--- src/rtl/booth_pkg.sv ---
// booth_pkg: shared state, recode-digit and iteration-count definitions for the radix-4 Booth multiplier
package booth_pkg;
    typedef enum logic {IDLE, RUN} state_t;
    typedef struct packed {
        logic neg;
        logic two;
        logic nz;
    } sel_t;
    function automatic int n_iter(input int width);
        return width / 2 + 1;
    endfunction
    function automatic sel_t recode(input logic [2:0] q);
        return '{neg: q[2] && !(q[1] && q[0]), two: q == 3'b011 || q == 3'b100, nz: q != 3'b000 && q != 3'b111};
    endfunction
endpackage

--- src/rtl/booth_r4_recode.sv ---
// booth_r4_recode: turns a Booth bit triple and multiplicand into a sign-extended partial product
module booth_r4_recode
    import booth_pkg::*;
#(
    parameter int WIDTH = 192
) (
    input  logic [2:0]       q,
    input  logic [WIDTH+1:0] m,
    output logic [WIDTH+3:0] pp
);
    sel_t sel;
    logic [WIDTH+3:0] mag;
    // select 0, M or 2M, then negate for the negative digits
    always_comb begin
        sel = recode(q);
        mag = !sel.nz ? '0 : sel.two ? {m[WIDTH+1], m, 1'b0} : {{2{m[WIDTH+1]}}, m};
        pp = sel.neg ? -mag : mag;
    end
endmodule

--- src/rtl/booth_r4_seq.sv ---
// booth_r4_seq: iterative radix-4 Booth multiplier, two multiplier bits retired per cycle
module booth_r4_seq
    import booth_pkg::*;
#(
    parameter int WIDTH = 192
) (
    input  logic               clk,
    input  logic               rst,
    input  logic               start,
    input  logic               signed_mode,
    input  logic [WIDTH-1:0]   a,
    input  logic [WIDTH-1:0]   b,
    output logic               busy,
    output logic               done,
    output logic [2*WIDTH-1:0] c
);
    localparam int N_ITER = n_iter(WIDTH);
    localparam int CW = $clog2(N_ITER);
    localparam logic [CW-1:0] CNT_LAST = CW'(N_ITER - 1);
    state_t state, state_n;
    logic [WIDTH+1:0] m;
    logic [WIDTH+2:0] q;
    logic [WIDTH+3:0] p, pp, sum;
    logic [2*WIDTH+6:0] shifted;
    logic [CW-1:0] cnt;
    logic accept, last;
    booth_r4_recode #(.WIDTH(WIDTH)) u_recode (.q(q[2:0]), .m(m), .pp(pp));
    assign busy = state == RUN;
    // next state plus the accumulate-and-shift step for the current digit
    always_comb begin
        accept = state == IDLE && start;
        last = state == RUN && cnt == '0;
        state_n = accept ? RUN : last ? IDLE : state;
        sum = p + pp;
        shifted = $signed({sum, q}) >>> 2;
    end
    // state register
    always_ff @(posedge clk or posedge rst) begin
        if (rst) state <= IDLE;
        else state <= state_n;
    end
    // operand capture, iteration datapath and result register; the extra extended digit makes unsigned exact
    always_ff @(posedge clk or posedge rst) begin
        if (rst) begin
            m <= '0;
            q <= '0;
            p <= '0;
            cnt <= '0;
            c <= '0;
            done <= 1'b0;
        end else begin
            done <= last;
            if (accept) begin
                m <= {{2{signed_mode & a[WIDTH-1]}}, a};
                q <= {{2{signed_mode & b[WIDTH-1]}}, b, 1'b0};
                p <= '0;
                cnt <= CNT_LAST;
            end else if (state == RUN) begin
                {p, q} <= shifted;
                cnt <= cnt - 1'b1;
                if (last) c <= shifted[2*WIDTH:1];
            end
        end
    end
endmodule

--- config.mk ---
export PLATFORM = sky130hd
export DESIGN_NAME = booth_r4_seq
export DESIGN_NICKNAME = d
export VERILOG_FILES = /design/src/rtl/booth_pkg.sv /design/src/rtl/booth_r4_recode.sv /design/src/rtl/booth_r4_seq.sv
export SDC_FILE = /design/constraint.sdc
export NUM_CORES = 2
export LEC_CHECK = 0
export ABC_CLOCK_PERIOD_IN_PS = 40200
export CAP_MARGIN = 25
export CORE_MARGIN = 10
export CORE_UTILIZATION = 57
export DETAILED_ROUTE_END_ITERATION = 8
export PLACE_DENSITY = 0.82
export SYNTH_ARGS = -nofsm -noshare
export SYNTH_HDL_FRONTEND = slang
export SYNTH_SLANG_ARGS = --single-unit
--- constraint.sdc ---
create_clock -name clk -period 40.2 [get_ports clk]
set_input_delay 8.04 -clock clk [delete_from_list [all_inputs] [get_ports clk]]
set_output_delay 8.04 -clock clk [all_outputs]
set_load 0.005 [all_outputs]
==> metrics.txt <==
Worst R2R End=c[381]; XOR/XNOR Fraction of Synth Area=5.66%; most used cell along the critical path=buf_4; H-tree depth=3; CTS tree=built; sequential share of the synthesized area=40.2%; HP Class=reg2reg; Hold-fix buffers, CTS=0; status=finished, violations left; storage element area=24400 um2; ys async rst share=100%; largest net degree at the start of global routing=293; violated checks=DRC; number of synthesized flops with an enable pin=0; Adder-Cell Fraction of Synth Area=4.10%; Buf/Inv on CP=5; Hold Fails Final Rpt=0; Critical Path Fanout Max=116; R2R setup slack=29.32 ns; clk slew on worst S/H paths=0.06 ns; Global Route met1 Usage=48.5%; Critical Path Slowest Stage Cell=buf_4; Worst Hold Path EP=c[292]; Least-Margin Pin Slew=1.19 ns; initial antenna violation count=53; Synth Area in Simple Gates=19.3%; Die X=346 um; Via density=6.47; DRT Pass-1 Iters=9; Clock Sinks=975; Syn Area/Cell=8.37 um2; core area=105000 um2; Die H=346 um; initial drt markers=7489; port bufs=773; WP data required=40.92 ns; Crit Path Class=in2async; post-cts resize count=0; period utilization=27.2%; Overall Global Routing Usage=40.2%; layout cells sized above 1=6.82%; Yosys top cell by area=dfrtp_1; global-route wire length before repair=373000 um; Post-route DRC=1; setup repair bufs after CTS=0; Worst Skew=0.0627 ns; max cap viols=0; hold path depth=2; CP cell instances=clkdlybuf4s50_1, inv_8, buf_4, buf_4, buf_4; final setup fails=0; reg2reg start=q[0]; fmax=91.3 MHz; RSZ-0062 raised after global routing=false; WP data arrival=11.67 ns; # placed instances=9012; die area=120000 um2; synthesis warning total=0; fin cells=9241; crit path launch type=input pin; mapped cell area=60700 um2; Worst-Skew Late Latency=0.75 ns; slowest cell delay on critical path=0.80 ns; antenna-violating nets left=0; syn nets=7836; top cells by area, synth=dfrtp_1 40%, nand2_1 12%, o21ai_0 5.1%, a21oi_1 4.4%, ha_1 4.1%; grt met2 use=62.7%; post-synth cell types=97; total negative slack=0 ns; Worst setup EP type=asynchronous set/reset pin; met3 Use GR=9.78%; Final Max Tran Viols=0; NumNets Final=8315; cts bufs inserted=102; Reg2Reg Depth=31; mux contribution to synthesized area=7.16%; GPL Wtd Cong=1.05; HP Start=c[292]; dominant synthesized flop cell=dfrtp_1; Starting Density=57.6%; vias=59800; FP Rows=119; area delta synth->final=20.2%; wire per inst=27.3 um; relative slew slack=18.9%; multi-input logic area=34000 um2; Final min period=10.95 ns; cells after synthesis=7250; top cell type's share of synthesized area=40.2%; Final HPWL DP=189000 um; Compound-Gate Fraction of Synth Area=19.7%; clk root buf=clkbuf_16; register bit total from synthesis=975; largest family of logic cells by synthesized area=compound AO/OA/AOI/OAI gates; CTS max path bufs=3; GR peak layer=met2; number of global-route vias before repair=58400; GRT Residual Overflow=0; Ports=774; Worst path top cell family by delay=buffers and inverters; Routed WL=253000 um; Filler Cell Count=8206
-- per-stage QoR --
step	cell area (um2)	hold slack [ns]	setup WS (ns)	utilization, %
floorplan	60700	0.437	4.73	-
global placement	69000	0.456	28.21	65.5
detailed placement	69000	0.461	28.18	65.5
CTS	72800	0.477	28.91	69.0
global route	72900	0.496	28.82	69.2
finish	72900	0.472	29.25	69.2
-- worst max-delay path by stage --
stage	to	slack (ns)	startpoint	cells after the start
finish	p[90]	29.25	rst	5
global route	c[285]	28.82	rst	5
CTS	c[43]	28.91	rst	5
detailed placement	c[24]	28.18	rst	5
global placement	c[24]	28.21	rst	5
floorplan	busy	4.73	rst	1
-- placed cells by master, fill, tap and decap left out, types with 41 or more instances in the layout --
| cell type | count |
|---|---|
| a21o_1 | 77 |
| a21oi_1 | 532 |
| a22o_1 | 182 |
| a22oi_1 | 63 |
| a31oi_1 | 73 |
| buf_4 | 60 |
| clkbuf_16 | 102 |
| clkdlybuf4s50_1 | 772 |
| dfrtp_1 | 973 |
| ha_1 | 197 |
| inv_1 | 122 |
| mux2_2 | 196 |
| mux2i_1 | 211 |
| nand2_1 | 1914 |
| nand3_1 | 44 |
| nand4_1 | 116 |
| nor2_1 | 325 |
| nor3_1 | 102 |
| o21a_1 | 41 |
| o21ai_0 | 613 |
| o21bai_1 | 68 |
| xnor2_1 | 214 |
| xor2_1 | 176 |
-- cell usage after synthesis (all sizes together), types with 12 or more instances --
| cell | instances |
|---|---|
| a221o | 32 |
| a41oi | 12 |
| a31oi | 73 |
| dfrtp | 975 |
| ha | 197 |
| a21boi | 20 |
| or3 | 32 |
| a22oi | 63 |
| nor2b | 24 |
| a211oi | 32 |
| and2 | 27 |
| mux2i | 211 |
| mux2 | 198 |
| o21bai | 68 |
| nand2b | 27 |
| o221ai | 14 |
| buf | 87 |
| o21a | 41 |
| xnor2 | 215 |
| nor4 | 31 |
| nor3 | 103 |
| xor2 | 177 |
| nand4 | 118 |
| nand3 | 44 |
| and4 | 13 |
| clkbuf | 387 |
| a221oi | 33 |
| inv | 125 |
| nand3b | 13 |
| and3 | 16 |
| a22o | 182 |
| nor2 | 329 |
| o21ai | 622 |
| a21o | 77 |
| nand2 | 1918 |
| or2 | 27 |
| o41ai | 12 |
| a21oi | 532 |
| o31ai | 30 |
-- sequential cells by signal, summed over array words and instances (netlist names) --
register and count:
m 193, p 194, cnt 7, busy 1
q 195, c 384, done 1
-- routing by layer --
metal | share of wire (%) | vias up
met5 | 0.083 | -
met4 | 8.2 | 30
met3 | 10 | 800
met2 | 45 | 3607
met1 | 37 | 29000
li1 | - | 26300
-- kinds of logic after synthesis --
kind of cell             after synthesis
AND/OR/NAND/NOR                     2759
AO/OA/AOI/OAI                       1917
flip-flops                           975
buffers and inverters                600
multiplexers                         409
XOR/XNOR                             392
adder cells (fa/ha/maj)              198
-- area by class of cell --
class	count	area share [%]
Antenna cell	34	0.117
Tap cell	1391	2.39
Sequential cell	975	33.5
Clock buffer	132	3.90
Multi-Input combinational cell	5675	46.6
Inverter	126	0.669
Clock inverter	59	1.20
Timing Repair Buffer	849	11.7
-- tightest hold or removal path, cell delays in order (launching register included) --
cell	delay, ns
dfrtp_1	0.34
nand2_1	0.05
nand2_1	0.05
Power is left out: the tool's default activity adds up to more than one toggle a clock period on the data nets, which glitch-free logic cannot reach.
